==> config.mk <==
export PLATFORM = sky130hd
export DESIGN_NAME = mole_field
export DESIGN_NICKNAME = d
export VERILOG_FILES = /design/src/rtl/whack_pkg.sv /design/src/rtl/mole_slot.sv /design/src/rtl/mole_field.sv
export SDC_FILE = /design/constraint.sdc
export NUM_CORES = 1
export LEC_CHECK = 0
export BUFFER_PORTS_ARGS = -buffer_cell sky130_fd_sc_hd__buf_2
export CELL_PAD_IN_SITES_DETAIL_PLACEMENT = 1
export CELL_PAD_IN_SITES_GLOBAL_PLACEMENT = 2
export CORE_UTILIZATION = 38
export DETAILED_ROUTE_END_ITERATION = 12
export HOLD_SLACK_MARGIN = 0.05
export PLACE_DENSITY_LB_ADDON = 0.1
export SLEW_MARGIN = 30
export SYNTH_ARGS = -nofsm -noshare
export SYNTH_HDL_FRONTEND = slang
export SYNTH_SLANG_ARGS = --single-unit
==> constraint.sdc <==
create_clock -name clock -period 4.8 [get_ports clock]
set_input_delay 0.48 -clock clock [delete_from_list [all_inputs] [get_ports clock]]
set_output_delay 0.48 -clock clock [all_outputs]
set_load 0.005 [all_outputs]
==> src/rtl/whack_pkg.sv <==
// Shared definitions for the mole field game: FSM encoding, LFSR constants,
// default sizing and the LFSR step function.
package whack_pkg;
  typedef enum logic [1:0] {
    S_IDLE = 2'd0,
    S_RUN  = 2'd1,
    S_OVER = 2'd2
  } state_t;

  localparam logic [15:0] LFSR_SEED     = 16'hACE1;
  // Right-shifting Galois form of x^16+x^14+x^13+x^11+1
  localparam logic [15:0] LFSR_POLY     = 16'hB400;
  localparam int          DEF_NUM_HOLES = 5;
  localparam int          DEF_SCORE_W   = 8;

  function automatic logic [15:0] lfsr_next(input logic [15:0] s);
    return {1'b0, s[15:1]} ^ (s[0] ? LFSR_POLY : 16'h0000);
  endfunction
endpackage

==> src/rtl/mole_slot.sv <==
// One hole: up flag plus remaining-lifetime counter. Clear beats hit beats
// spawn; an expiry masked by a hit or a clear does not escape.
module mole_slot
  import whack_pkg::*;
#(
  parameter int LIFE_TICKS = 3
) (
  input  logic clock,
  input  logic reset,
  input  logic i_spawn,
  input  logic i_hit,
  input  logic i_tick,
  input  logic i_clr,
  output logic o_up,
  output logic o_escape
);
  localparam int            LW   = $clog2(LIFE_TICKS + 1);
  localparam logic [LW-1:0] LIFE = LW'(LIFE_TICKS);

  logic          r_up;
  logic [LW-1:0] r_life;

  assign o_up     = r_up;
  assign o_escape = i_tick & r_up & (r_life == LW'(1)) & ~i_hit & ~i_clr;

  always_ff @(posedge clock or posedge reset) begin
    if (reset) begin
      r_up   <= 1'b0;
      r_life <= '0;
    end else if (i_clr || (i_hit && r_up)) begin
      r_up   <= 1'b0;
      r_life <= '0;
    end else if (i_spawn) begin
      r_up   <= 1'b1;
      r_life <= LIFE;
    end else if (i_tick && r_up) begin
      r_life <= r_life - 1'b1;
      if (r_life == LW'(1)) r_up <= 1'b0;
    end
  end
endmodule

==> src/rtl/mole_field.sv <==
// Whack-a-mole game core: tick timer, LFSR-driven spawns, hit detection, score.
// Define MOLE_MISS_PENALTY_EN to make misses and escapes cost one point each.
module mole_field
  import whack_pkg::*;
#(
  parameter  int NUM_HOLES   = DEF_NUM_HOLES,
  parameter  int TICK_CYCLES = 50000000,
  parameter  int GAME_TICKS  = 30,
  parameter  int SPAWN_TICKS = 1,
  parameter  int LIFE_TICKS  = 3,
  parameter  int SCORE_W     = DEF_SCORE_W,
  localparam int HW          = $clog2(NUM_HOLES + 1),
  localparam int TW          = $clog2(GAME_TICKS + 1)
) (
  input  logic                 clock,
  input  logic                 reset,
  input  logic                 start,
  input  logic [HW-1:0]        hit_sel,
  output logic [NUM_HOLES-1:0] moles,
  output logic [SCORE_W-1:0]   score,
  output logic [TW-1:0]        time_left,
  output logic [1:0]           state,
  output logic                 hit_pulse,
  output logic                 miss_pulse,
  output logic                 escape_pulse
);
  localparam int                 CW   = $clog2(TICK_CYCLES + 1);
  localparam int                 SPW  = $clog2(SPAWN_TICKS + 1);
  localparam logic [SCORE_W-1:0] SMAX = {SCORE_W{1'b1}};

  state_t             r_state;
  logic [CW-1:0]      r_tick_cnt;
  logic [SPW-1:0]     r_spawn_cnt;
  logic [TW-1:0]      r_time;
  logic [SCORE_W-1:0] r_score;
  logic [15:0]        r_lfsr;
  logic [HW-1:0]      r_hit, r_hit_prev;
  logic               r_hit_p, r_miss_p, r_esc_p;

  logic                 w_run, w_tick, w_last, w_start, w_clr, w_spawn_try;
  logic                 w_hev, w_hit_ok, w_miss, w_esc;
  logic [7:0]           w_hole;
  logic [NUM_HOLES-1:0] w_up, w_hit_vec, w_spawn_vec, w_esc_vec;
  logic [SCORE_W-1:0]   w_score_nxt;

  assign w_run       = (r_state == S_RUN);
  assign w_start     = start && !w_run;
  assign w_tick      = w_run && (r_tick_cnt == CW'(TICK_CYCLES - 1));
  assign w_last      = w_tick && (r_time == TW'(1));
  assign w_clr       = w_last || w_start;
  assign w_spawn_try = w_tick && (r_spawn_cnt == SPW'(SPAWN_TICKS - 1)) && !w_last;
  assign w_hole      = 8'(r_lfsr[7:0] % 8'(NUM_HOLES));
  // A held selector scores once: only a change to a nonzero value is an event
  assign w_hev       = w_run && (r_hit != '0) && (r_hit != r_hit_prev);
  assign w_hit_ok    = |(w_hit_vec & w_up);
  assign w_miss      = w_hev && !w_hit_ok;
  assign w_esc       = |w_esc_vec;

  for (genvar i = 0; i < NUM_HOLES; i++) begin : g_hole
    assign w_hit_vec[i]   = w_hev && (r_hit == HW'(i + 1));
    assign w_spawn_vec[i] = w_spawn_try && (w_hole == 8'(i)) && !w_up[i] && !w_hit_vec[i];
    mole_slot #(.LIFE_TICKS(LIFE_TICKS)) u_slot (
      .clock   (clock),
      .reset   (reset),
      .i_spawn (w_spawn_vec[i]),
      .i_hit   (w_hit_vec[i]),
      .i_tick  (w_tick),
      .i_clr   (w_clr),
      .o_up    (w_up[i]),
      .o_escape(w_esc_vec[i])
    );
  end

`ifdef MOLE_MISS_PENALTY_EN
  localparam int SXW = SCORE_W + 2;
  logic [SXW-1:0] w_sum;
  always_comb begin
    w_sum = {2'b00, r_score} + SXW'(w_hit_ok) - SXW'(w_miss) - SXW'(w_esc);
    if (w_sum[SXW-1])        w_score_nxt = '0;
    else if (w_sum[SCORE_W]) w_score_nxt = SMAX;
    else                     w_score_nxt = w_sum[SCORE_W-1:0];
  end
`else
  always_comb begin
    w_score_nxt = r_score;
    if (w_hit_ok && (r_score != SMAX)) w_score_nxt = r_score + 1'b1;
  end
`endif

  always_ff @(posedge clock or posedge reset) begin
    if (reset) begin
      r_state     <= S_IDLE;
      r_tick_cnt  <= '0;
      r_spawn_cnt <= '0;
      r_time      <= TW'(GAME_TICKS);
      r_score     <= '0;
      r_lfsr      <= LFSR_SEED;
      r_hit       <= '0;
      r_hit_prev  <= '0;
      r_hit_p     <= 1'b0;
      r_miss_p    <= 1'b0;
      r_esc_p     <= 1'b0;
    end else begin
      r_lfsr     <= lfsr_next(r_lfsr);
      r_hit      <= hit_sel;
      r_hit_prev <= r_hit;
      r_hit_p    <= w_hit_ok;
      r_miss_p   <= w_miss;
      r_esc_p    <= w_esc;
      if (w_start) begin
        r_state     <= S_RUN;
        r_tick_cnt  <= '0;
        r_spawn_cnt <= '0;
        r_time      <= TW'(GAME_TICKS);
        r_score     <= '0;
      end else if (w_run) begin
        r_score    <= w_score_nxt;
        r_tick_cnt <= w_tick ? '0 : r_tick_cnt + 1'b1;
        if (w_tick) begin
          r_time      <= r_time - 1'b1;
          r_spawn_cnt <= (r_spawn_cnt == SPW'(SPAWN_TICKS - 1)) ? '0 : r_spawn_cnt + 1'b1;
          if (w_last) r_state <= S_OVER;
        end
      end
    end
  end

  assign moles        = w_up;
  assign score        = r_score;
  assign time_left    = r_time;
  assign state        = r_state;
  assign hit_pulse    = r_hit_p;
  assign miss_pulse   = r_miss_p;
  assign escape_pulse = r_esc_p;
endmodule

=== Word-level counts from Yosys, hierarchy flattened ===
Cells that the tools add are included.

* Output and inout bits: 23
* Flip-flop bits (word level): 82
* Word-level logic and storage cells: 216
* Input bits: 6

* Add/sub/neg operators: 9
* Divide/modulo/power cells: 1
* Bitwise gates (word level): 29
* Muxes and demuxes: 53
* Eq/ne operators: 19
* Reduce and logical (&&, ||, !) cells: 84

{| class="wikitable"
|+ Operator list
! cell !! number
|-
| $mux W26 || 3
|-
| $logic_and A1 B1 Y1 || 39
|-
| $mux W2 || 19
|-
| $reduce_bool A3 Y1 || 11
|-
| $add A26 B1 Y26 const B || 1
|-
| $eq A26 B26 Y1 const B || 1
|-
| $mux W1 || 24
|-
| $mux W8 || 3
|-
| $and A1 B1 Y1 || 20
|-
| $eq A8 B2 Y1 const B || 2
|-
| $mux W16 || 1
|-
| $xor A15 B16 Y16 || 1
|-
| $mux W5 || 3
|-
| $reduce_and A2 Y1 || 7
|-
| $logic_not A1 Y1 || 13
|-
| $eq A2 B1 Y1 const B || 6
|-
| $reduce_or A5 Y1 || 2
|-
| $sub A2 B1 Y2 const B || 5
|-
| $add A8 B1 Y8 const B || 1
|-
| $eq A8 B1 Y1 const B || 1
|-
| $eq A8 B3 Y1 const B || 1
|-
| $logic_not A8 Y1 || 1
|-
| $mod A8 B3 Y8 const B || 1
|-
| $ne A8 B8 Y1 const B || 1
|-
| other kinds (12) || 28
|}

=== Longest topological paths before layout ===
* Depth after elaboration: 10
* Depth in mapped cells: 13
* Mapped depth without buffers: 12

=== By module ===
A second synthesis with hierarchy kept.

* Cell total of the unflattened synthesis: 510
* Area, all modules: 4748.3 µm²

{| class="wikitable"
|+ Modules (own cells, without submodules)
! module !! area each (µm²) !! cells each !! instances !! seq. area each (µm²)
|-
| mole_field || 3878.7 || 425 || 1 || 1666.6
|-
| mole_slot || 173.9 || 17 || 5 || 75.1
|}

=== Least setup slack after synthesis ===
No wires, ideal clock.

* Path kind: register to register
* From: register r_lfsr[5]
* To: register g_hole[2].u_slot.r_up
* Path buffers: 1
* Stages on the path, launching flop included: 13
* Library setup time: 0.104 ns
* Slack: 1.377 ns
* Clock period less this slack: 3.423 ns
* Arrival time: 3.319 ns
* Data required time: 4.696 ns
* Cells stage by stage: dfstp_2 > buf_2 > and2b_1 > xnor2_1 > a211o_1 > a21oi_2 > ha_1 > inv_1 > o2111a_1 > or2_2 > xnor2_2 > or4b_1 > a221oi_1

* Cells in the longest elaborated chain, start to end: 7
* Elaborated cells on any way between the ends: 10
* Those cells by class: div (1); eq/ne (1); mux (2); reduce/logical (6)

{| class="wikitable"
|+ RTL lines
! what !! RTL line !! RTL
|-
| from (decl) || mole_field.sv:36 || <nowiki>logic [15:0] r_lfsr;</nowiki>
|-
| from (signal assigned) || mole_field.sv:104 || <nowiki>r_lfsr <= lfsr_next(r_lfsr);</nowiki>
|-
| $mod A8 B3 Y8 * || mole_field.sv:52 || <nowiki>assign w_hole = 8'(r_lfsr[7:0] % 8'(NUM_HOLES));</nowiki>
|-
| $eq A8 B2 Y1 * || mole_field.sv:61 || <nowiki>assign w_spawn_vec[i] = w_spawn_try && (w_hole == 8'(i)) && !w_up[i] && !w_hit_vec[i];</nowiki>
|-
| $logic_and A1 B1 Y1 * (3 in a row) || mole_field.sv:61 ||
|-
| $reduce_bool A3 Y1 (no line) or $mux W1 (tied branches) || -- ||
|-
| $reduce_and A2 Y1 (no line) or $mux W1 (tied branches) || -- ||
|-
| to (signal assigned) || mole_slot.sv:31 || <nowiki>r_up <= 1'b0;</nowiki>
|-
| to (signal assigned) || mole_slot.sv:34 || <nowiki>r_up <= 1'b1;</nowiki>
|-
| to (signal assigned) || mole_slot.sv:38 || <nowiki>if (r_life == LW'(1)) r_up <= 1'b0;</nowiki>
|-
| to (decl) || mole_slot.sv:20 || <nowiki>logic r_up;</nowiki>
|}

Every way passes the cells marked *; elsewhere a longest branch is shown, timed or not.
A chain may end at the register's enable or synchronous reset.

=== Worst setup path in the final report ===
* From: register r_lfsr[6]
* To: register g_hole[1].u_slot.r_life[0]

* Cells in the longest elaborated chain, start to end: 7
* Elaborated cells on any way between the ends: 8
* Those cells by class: div (1); eq/ne (1); mux (2); reduce/logical (4)

{| class="wikitable"
|+ RTL lines
! what !! RTL line !! RTL
|-
| $mod A8 B3 Y8 * || mole_field.sv:52 ||
|-
| $eq A8 B1 Y1 * || mole_field.sv:61 ||
|-
| $logic_and A1 B1 Y1 * (3 in a row) || mole_field.sv:61 ||
|-
| $mux W2 || mole_slot.sv:33 || <nowiki>end else if (i_spawn) begin</nowiki>
|-
| $mux W2 || mole_slot.sv:30 || <nowiki>end else if (i_clr || (i_hit && r_up)) begin</nowiki>
|-
| to (signal assigned) || mole_slot.sv:37 || <nowiki>r_life <= r_life - 1'b1;</nowiki>
|-
| to (decl) || mole_slot.sv:21 || <nowiki>logic [LW-1:0] r_life;</nowiki>
|}

Marked as above.

==> flow_summary.json <==
{
  "num_antenna_cells": 0,
  "synth-seq-cells": 81,
  "core_region_area_um2": 11600,
  "syn_nets": 519,
  "synth_top_cells_by_area": "dfrtp_1, dfstp_2, nand2_1",
  "wl_mm": 10.9,
  "p_leak_nw": 2.25,
  "drt_first_pass_iters": 4,
  "fin_crit_ns": 3.78,
  "synth.avg_cell_area_um2": 9.16,
  "timing.slew.headroom": 0.411,
  "die_area_um2": 12600,
  "vias_per_cell": 5.54,
  "placed_area_um2": 4820,
  "p_per_area_nw_per_um2": 358,
  "grt_max_degree": 48,
  "clock_sinks": 81,
  "tightest_slew_ns": 0.881,
  "ios": 29,
  "cpPeakStageDelay_ns": 0.66,
  "start_kind": "flip-flop",
  "drv_slew": 0,
  "cts_root_buffer": "clkbuf_16",
  "start_util": 0.396,
  "post_cts_resized": 0,
  "yosys.area.top_type": "dfrtp_1",
  "hpwlAfterDp_mm": 7.78,
  "grt_remaining_overflow": 0,
  "cp.required_ns": 5.02,
  "path_max_fanout": 14,
  "critPathBufInv": 0,
  "drive_above_1_share": 0.148,
  "fp.dieH_um": 112,
  "grt_pass1_vias": 3843,
  "fin_tns_setup_ns": 0,
  "ctsHoldBuffers": 0,
  "status": "complete, no violations",
  "post_drt_wl_per_cell_um": 16.3,
  "yosysSeqAreaShare": 0.444,
  "cp.depth": 12,
  "syn_to_final_growth_pct": 12.8,
  "post-cts-setup-buffer-count": 0,
  "path_clk_slew_ns": 0.06,
  "fillers": 1366,
  "cap_viol_max_count": 0,
  "clock.fmax_ghz": 0.265,
  "p_clk_frac": 0.459,
  "io_buffers": 28,
  "cts_buffer_depth": 2,
  "intPower_mw": 1.37,
  "cpMostUsedCell": "a21bo_2",
  "crit_family": "compound AO/OA/AOI/OAI gates",
  "synth_top_area_share": 0.375,
  "rsz0062_at_grt": "false",
  "design_area_um2": 5190,
  "grt.total_usage": 0.188,
  "sequentialPowerShare": 0.406,
  "fin_crit_sh": 0.787,
  "p_sw_frac": 0.263,
  "die_x_um": 112,
  "clk_latency_ns": 0.34,
  "hold_viol": 0,
  "cts_htree_levels": 3,
  "synthCells": 502,
  "synth_cell_type_count": 67,
  "ant_nets": 0,
  "setup_viol_count_final": 0,
  "arrival_ns": 4.00,
  "crit_type": "flip-flop to flip-flop",
  "drt_iter0_drc": 177,
  "p_comb_frac": 0.135,
  "synth_area_um2": 4600,
  "ys.flop_type": "dfrtp_1",
  "grt_pass1_wl_mm": 18.8,
  "ys_warn_count": 0,
  "p_sw_mw": 0.489,
  "nNetsFinal": 533,
  "hp-class": "input pin to async pin",
  "async_reset_ff_frac": 1.00,
  "slowest_stage": "dfstp_2",
  "rows": 39,
  "irDropWorstVdd_uv": 185,
  "grt_antenna_before_repair": 0,
  "path_cells": "nor4bb_1 -> a211oi_1 -> o211ai_1 -> a21oi_2 -> ha_1 -> nor2_1 -> a21bo_2 -> a21bo_2 -> o31ai_1 -> a2111oi_0 -> o2111ai_1 -> a21oi_1",
  "cts_tree": "built",
  "synth_edf_count": 0,
  "gp_congestion": 0.793,
  "endpoint_kind": "flip-flop",
  "r2r_cells": 12,
  "vias": 3678,
  "detail_route.drc_violations": 0,
  "worst_clock_skew_ns": 0.00561,
  "cts_buffers": 9
}
==> logic make-up (layout without fill, tap and decap cells) <==
kind of cell	count (synthesis)	count (layout)	synth area share
adder cells (fa/ha/maj)	11	11	0.0299
buffers and inverters	48	67	0.0446
flip-flops	81	81	0.444
AO/OA/AOI/OAI	97	97	0.144
AND/OR/NAND/NOR	219	219	0.246
XOR/XNOR	37	37	0.0721
multiplexers	9	9	0.0199
==> synthesized netlist by cell type, types with 12 or more instances <==
cell,number
nand3_1,17
nand2_1,63
clkbuf_1,15
o21ai_0,15
dfstp_2,12
nor2_1,49
xnor2_1,13
nor3_1,15
dfrtp_1,69
a21oi_1,27
xor2_1,23
inv_1,19
==> registers in the layout, summed over array words and instances, names as in the netlist, 2 cells and up <==
signal and cells:
g_hole.u_slot.r_life 10, r_tick_cnt 26, r_hit 3, r_hit_prev 3, time_left 5, g_hole.u_slot.o_up 5, state 2, r_lfsr 16
score 8
==> worst reg2reg max path: stages (launching register included) <==
cell and delay, ns:
dfstp_2 0.66, nor4bb_1 0.41, a211oi_1 0.14, o211ai_1 0.16, a21oi_2 0.17, ha_1 0.26, nor2_1 0.11, a21bo_2 0.24
a21bo_2 0.22, o31ai_1 0.57, a2111oi_0 0.24, o2111ai_1 0.36, a21oi_1 0.12
==> final timing paths <==
| kind | from | to | slack, ns |
|---|---|---|---|
| max in group asynchronous | reset | r_lfsr[2] | 3.61 |
| hold reg to reg | r_lfsr[8] | r_lfsr[7] | 0.35 |
| min in group clock | hit_sel[0] | r_hit[0] | 0.24 |
| hold / removal | reset | score[0] | 0.19 |
| setup reg to reg | r_lfsr[6] | g_hole[1].u_slot.r_life[0] | 1.02 |
| setup / recovery | r_lfsr[6] | g_hole[1].u_slot.r_life[0] | 1.02 |
==> power groups by stage <==
| stage | clock network (mW) | logic, mW | registers [mW] |
|---|---|---|---|
| floorplan | 0 | 0.174 | 0.759 |
| global placement | 0 | 0.248 | 0.765 |
| detailed placement | 0 | 0.258 | 0.766 |
| CTS | 0.869 | 0.259 | 0.754 |
| global route | 0.894 | 0.289 | 0.759 |
| finish | 0.852 | 0.251 | 0.754 |
==> per-stage QoR <==
step / cells / total power, mW / worst slack, ns / hold slack [ns] / util
after floorplan: 502 / 0.932 / 1.38 / 0.331 / -
after global placement: 648 / 1.01 / 1.13 / 0.339 / 0.415
after detailed placement: 648 / 1.02 / 0.999 / 0.343 / 0.415
after CTS: 664 / 1.88 / 0.984 / 0.220 / 0.447
after global routing: 664 / 1.94 / 0.656 / 0.232 / 0.447
final: 664 / 1.86 / 1.02 / 0.187 / 0.447
==> cells in the final DEF (no fill, tap or decap), drive strengths merged, types with 5 or more instances in the layout <==
cell    instances
mux2i           8
nor4            5
o21ai          15
buf            32
nand2b         10
nand4          12
a21oi          28
nand3          17
xnor2          14
or3            11
a31oi           7
nor4b           6
inv            18
xor2           23
nor2           49
dfrtp          69
nor3           15
nand2          63
ha             11
clkbuf          9
nor2b           5
dfstp          12
and3            6
==> metal layers <==
metal / GRT usage / vias up / wire length [um]
met5: 0 / - / 0
met4: 0.0676 / 0 / 172
met3: 0.0405 / 16 / 243
met2: 0.295 / 26 / 5040
met1: 0.257 / 1832 / 5400
li1: - / 1804 / -
==> final cells by class <==
cell class / instances / area [um2] / area share
Clock buffer: 9 / 225 / 0.0434
Clock inverter: 7 / 143 / 0.0275
Inverter: 19 / 72.6 / 0.0140
Multi-Input combinational cell: 373 / 2360 / 0.455
Sequential cell: 81 / 2040 / 0.393
Tap cell: 143 / 179 / 0.0345
Timing Repair Buffer: 32 / 170 / 0.0328
(Power assumes the default switching activity.)
